### src/rtl/line_fill_unit.sv
// rtl/line_fill_unit.sv - single-outstanding cache line fill engine with store merge.
// Optional early-restart critical-beat output: LINE_FILL_EARLY_RESTART_EN.
module line_fill_unit #(
  parameter int ADDR_WIDTH = 32,
  parameter int LINE_SIZE  = 64,
  parameter int TAG_WIDTH  = 19,
  parameter int BEAT_WIDTH = 64,
  localparam int NBEATS    = LINE_SIZE * 8 / BEAT_WIDTH,
  localparam int CW        = $clog2(NBEATS),
  localparam int SW        = BEAT_WIDTH / 8
) (
  input  logic                    clk,
  input  logic                    rst_n,
  input  logic                    req_valid,
  output logic                    req_ready,
  input  logic [ADDR_WIDTH-1:0]   req_addr,
  input  logic                    req_wr,
  input  logic [CW-1:0]           req_wr_beat,
  input  logic [BEAT_WIDTH-1:0]   req_wr_data,
  input  logic [SW-1:0]           req_wr_strb,
`ifdef LINE_FILL_EARLY_RESTART_EN
  input  logic [CW-1:0]           req_crit_beat,
  output logic                    crit_valid,
  output logic [BEAT_WIDTH-1:0]   crit_data,
`endif
  output logic                    mem_req_valid,
  input  logic                    mem_req_ready,
  output logic [ADDR_WIDTH-1:0]   mem_req_addr,
  input  logic                    mem_rsp_valid,
  output logic                    mem_rsp_ready,
  input  logic [BEAT_WIDTH-1:0]   mem_rsp_data,
  input  logic                    mem_rsp_err,
  output logic                    line_we,
  output logic                    line_valid,
  output logic                    line_dirty,
  output logic [TAG_WIDTH-1:0]    line_tag,
  output logic [LINE_SIZE*8-1:0]  line_data,
  output logic                    fill_done,
  output logic                    fill_err
);

  typedef enum logic [1:0] {IDLE, REQ, RECV, WRITE} state_t;

  state_t                             state;
  logic [CW-1:0]                      beat_cnt;
  logic                               wr;
  logic [CW-1:0]                      wr_beat;
  logic [BEAT_WIDTH-1:0]              wr_data;
  logic [SW-1:0]                      wr_strb;
  logic [NBEATS-1:0][BEAT_WIDTH-1:0]  line_buf;
  logic [NBEATS-1:0][BEAT_WIDTH-1:0]  next_buf;
  logic [BEAT_WIDTH-1:0]              merged;
  logic                               rsp_fire;
  logic                               last_beat;
`ifdef LINE_FILL_EARLY_RESTART_EN
  logic [CW-1:0]                      crit_beat;
`endif

  assign rsp_fire  = mem_rsp_valid && mem_rsp_ready;
  assign last_beat = (beat_cnt == CW'(NBEATS - 1));

  // Store bytes override memory bytes only on the targeted beat of a store fill.
  always_comb begin
    merged = mem_rsp_data;
    for (int i = 0; i < SW; i++) begin
      if (wr && (beat_cnt == wr_beat) && wr_strb[i]) begin
        merged[i*8 +: 8] = wr_data[i*8 +: 8];
      end
    end
    next_buf           = line_buf;
    next_buf[beat_cnt] = merged;
  end

  always_ff @(posedge clk or negedge rst_n) begin
    if (!rst_n) begin
      state         <= IDLE;
      beat_cnt      <= '0;
      wr            <= 1'b0;
      wr_beat       <= '0;
      wr_data       <= '0;
      wr_strb       <= '0;
      line_buf      <= '0;
      req_ready     <= 1'b1;
      mem_req_valid <= 1'b0;
      mem_req_addr  <= '0;
      mem_rsp_ready <= 1'b0;
      line_we       <= 1'b0;
      line_valid    <= 1'b0;
      line_dirty    <= 1'b0;
      line_tag      <= '0;
      line_data     <= '0;
      fill_done     <= 1'b0;
      fill_err      <= 1'b0;
`ifdef LINE_FILL_EARLY_RESTART_EN
      crit_beat     <= '0;
      crit_valid    <= 1'b0;
      crit_data     <= '0;
`endif
    end else begin
      line_we    <= 1'b0;
      line_valid <= 1'b0;
      line_dirty <= 1'b0;
      fill_done  <= 1'b0;
      fill_err   <= 1'b0;
`ifdef LINE_FILL_EARLY_RESTART_EN
      crit_valid <= 1'b0;
`endif
      case (state)
        IDLE: begin
          if (req_valid) begin
            mem_req_addr  <= req_addr & ~ADDR_WIDTH'(LINE_SIZE - 1);
            wr            <= req_wr;
            wr_beat       <= req_wr_beat;
            wr_data       <= req_wr_data;
            wr_strb       <= req_wr_strb;
`ifdef LINE_FILL_EARLY_RESTART_EN
            crit_beat     <= req_crit_beat;
`endif
            beat_cnt      <= '0;
            req_ready     <= 1'b0;
            mem_req_valid <= 1'b1;
            state         <= REQ;
          end
        end
        REQ: begin
          if (mem_req_ready) begin
            mem_req_valid <= 1'b0;
            mem_rsp_ready <= 1'b1;
            state         <= RECV;
          end
        end
        RECV: begin
          if (rsp_fire) begin
            if (mem_rsp_err) begin
              // The errored beat is dropped and the line is never written.
              mem_rsp_ready <= 1'b0;
              req_ready     <= 1'b1;
              fill_err      <= 1'b1;
              state         <= IDLE;
            end else begin
              line_buf <= next_buf;
              beat_cnt <= beat_cnt + CW'(1);
`ifdef LINE_FILL_EARLY_RESTART_EN
              if (beat_cnt == crit_beat) begin
                crit_valid <= 1'b1;
                crit_data  <= merged;
              end
`endif
              if (last_beat) begin
                mem_rsp_ready <= 1'b0;
                line_we       <= 1'b1;
                line_valid    <= 1'b1;
                line_dirty    <= wr;
                line_tag      <= mem_req_addr[ADDR_WIDTH-1 -: TAG_WIDTH];
                line_data     <= next_buf;
                fill_done     <= 1'b1;
                state         <= WRITE;
              end
            end
          end
        end
        WRITE: begin
          req_ready <= 1'b1;
          state     <= IDLE;
        end
        default: state <= IDLE;
      endcase
    end
  end

endmodule
### config.mk
export PLATFORM = sky130hd
export DESIGN_NAME = line_fill_unit
export DESIGN_NICKNAME = d
export VERILOG_FILES = /design/src/rtl/line_fill_unit.sv
export SDC_FILE = /design/constraint.sdc
export NUM_CORES = 2
export LEC_CHECK = 0
export CAP_MARGIN = 40
export CELL_PAD_IN_SITES_DETAIL_PLACEMENT = 1
export CELL_PAD_IN_SITES_GLOBAL_PLACEMENT = 2
export CORE_UTILIZATION = 37
export DETAILED_ROUTE_END_ITERATION = 10
export PLACE_DENSITY_LB_ADDON = 0.2
export SLEW_MARGIN = 20
export SYNTH_ARGS = -nofsm -noshare
export SYNTH_HDL_FRONTEND = slang
export SYNTH_SLANG_ARGS = --single-unit
export TNS_END_PERCENT = 30
### constraint.sdc
create_clock -name clk -period 3.3 [get_ports clk]
set_clock_uncertainty 0.05 [all_clocks]
set_input_delay 0.33 -clock clk [delete_from_list [all_inputs] [get_ports clk]]
set_output_delay 0.33 -clock clk [all_outputs]
set_load 0.005 [all_outputs]
==> results.toml <==
[status]
status = "finished clean"

[placed_design]
gp_congestion = 0.828
io_buffers = 736
hpwlAfterDp_mm = 141

[grt]
use_met2_pct = 49.7
grt.overflow.total = 0
grtUsageTotal_pct = 31.4
grt_pass1_wl_mm = 322
use_met1_pct = 43.5
grt_pass1_vias = 44800
antenna_found_initial = 24
grt_start_max_net_pins = 112
top_usage_layer = "met2"
grt_use_met3_pct = 5.28

[synthesis]
ys_warn_count = 0
synth-compound-area-share_pct = 18.6
syn_inst = 5211
synth.area.mux_share_pct = 2.30
async_flop_share_pct = 100
ys_seq_elements = 1156
yosysSeqAreaShare_pct = 56.8
ys_types = 44
synth_top_family_by_area = "compound AO/OA/AOI/OAI gates"
syn_area_per_cell_um2 = 9.77
synth-edff-count = 0
synth_area_leader_cell = "dfrtp_1"
yosys.area_share.simple_pct = 17.6
synth_area_um2 = 50900
yosys-top-cells-area = "dfrtp_1 (57%), nor3_1 (5.1%), a21oi_1 (5.1%)"
synth-xor-area-share_pct = 0.236
yosys.area.top_type_share_pct = 56.8
yosys.area_share.adder_pct = 0.0491
synthFlopType = "dfrtp_1"

[clocking]
cts_max_level = 4
cts_buffers = 136
ctsResizeCount = 0
cts_tree = "yes"
postCtsSetupBuffers = 0
clock_sinks = 1156
clkTransAtPathRegs_ps = 60
cts_root_buffer = "clkbuf_16"
clock_path_buffers = 3
ctsHoldBuffers = 1
clock_latency_ps = 760

[worst_setup_path]
regToRegStartpoint = "beat_cnt[0]"
arrival_ps = 3400
crit_path_end_kind = "register"
crit_required_ps = 3920
startpoint_type = "register"
cp-startpoint = "beat_cnt[0]"
critPathMaxFanout = 108
crit_type = "reg2reg"
critical_path.endpoint = "line_buf[37]"
reg2reg_to = "line_buf[37]"
r2r_cells = 6
rrSetupSlack_ps = 530

[timing]
period_needed_ps = 2770
rsz0062_at_grt = "no"
worst_pin_slew_ps = 897
setup_viol = 0
fin_crit_sh_pct = 84.1
setup_tns_ps = 0
slew_headroom_pct = 39.7
fmax_mhz = 360
final_hold_viol_count = 0
maxSlewViolCount = 0

[drt]
antenna_left = 0
wl_per_cell_um = 28.5
drc = 0
drt_first_pass_iters = 5
via_per_inst = 5.68
vias = 43900
drt-total-wl_mm = 220
drt-initial-drc-count = 3114

[finish]
fillers = 15000
area_growth_syn_to_layout_pct = 28.3
drive_gt1_share_pct = 12.1
fin_util_pct = 48.0
seq_area_um2 = 28900
fin_nets = 6024
multi_input_area_um2 = 19900

[die]
die_y_um = 373
core_region_area_um2 = 136000
num_rows = 135
io-pin-count = 749
die_x_um = 373
start_util_pct = 37.4
dieArea_um2 = 139000

[pwr]
total_power_mw = 41.5
power.density_nw_per_um2 = 635
ir_drop_uv = 918
leakage_nw = 27.5

[min_path]
hp-class = "in2async"

[run]
maxCapViolations = 0
[registers in the layout, summed over array words and instances (netlist names), 2 cells and up]
| name | flops |
|---|---|
| line_data | 512 |
| mem_req_addr | 26 |
| beat_cnt | 3 |
| line_tag | 19 |
| wr_data | 64 |
| wr_beat | 3 |
| line_buf | 512 |
| wr_strb | 8 |
| state | 2 |
[cell type report]
class	count	area share, %
Antenna cell	11	0.0421
Clock buffer	197	6.18
Clock inverter	34	0.532
Inverter	68	0.410
Multi-Input combinational cell	3564	30.5
Sequential cell	1156	44.3
Tap cell	1781	3.41
Timing Repair Buffer	918	14.6
[worst min-delay path by stage]
| stage | endpoint | cells after the start |
|---|---|---|
| 3_5_place_dp | line_tag[3] | 1 |
| 5_1_grt | mem_req_addr[8] | 2 |
| 6_report | fill_err | 2 |
| 4_1_cts | mem_req_addr[17] | 2 |
| 3_3_place_gp | line_tag[3] | 1 |
| 2_1_floorplan | beat_cnt[0] | 0 |
[Yosys cell counts, types with 64 or more instances]
cell      instances
a21oi_1         514
nand2_1         572
nor2_1          520
o21ai_0         514
mux2_2          104
clkbuf_1        291
nand3_1          66
dfrtp_1        1155
inv_1            67
o21ai_1         512
nor3_1          521
buf_2            77
nor2_2           64
[worst max-delay path, stage by stage (launching register included)]
cell and delay [ps]:
dfrtp_1 450, buf_4 260, or3_4 660, nor3_2 300, buf_12 550, nor2_1 130, a21oi_1 170
[placed cells by master, fill, tap and decap left out, drive strengths merged, types with 6 or more instances in the layout]
cell type,n
inv,71
a21oi,514
a41oi,64
clkbuf,198
mux2,104
nand2,572
clkinv,24
clkdlybuf4s50,735
dfrtp,1155
nor3,521
diode,11
o21ai,1026
nor2,584
nor4,64
conb,6
nand3,66
bufinv,6
buf,181
and2,9
[per-stage QoR]
step	area [µm²]	instances	setup WS, ps	hold slack, ps
2_1_floorplan	50900	5216	1280	-15.6
3_5_place_dp	60900	7485	524	307
4_1_cts	65300	7717	536	72.4
3_3_place_gp	60800	7477	223	305
5_1_grt	65300	7718	344	103
6_report	65300	7729	525	109
[cells by family after synthesis]
group / count (synthesis)
fa+ha+maj: 2
flops: 1156
buf+inv: 496
xor+xnor: 6
compound gates: 1610
mux: 104
simple gates: 1836
other cells: 1
[power breakdown]
group / switching, mW / leakage [nW] / internal (mW)
clock network: 6.16 / 2.18 / 8.90
registers: 1.01 / 15.8 / 15.4
logic: 6.78 / 9.55 / 3.21
[metal layers]
layer | part of all wire (%) | routed length (µm)
met5 | 0.042 | 92
met1 | 44 | 96800
met3 | 6.2 | 13700
met2 | 46 | 102000
met4 | 3.4 | 7590
(Power assumes the default switching activity.)
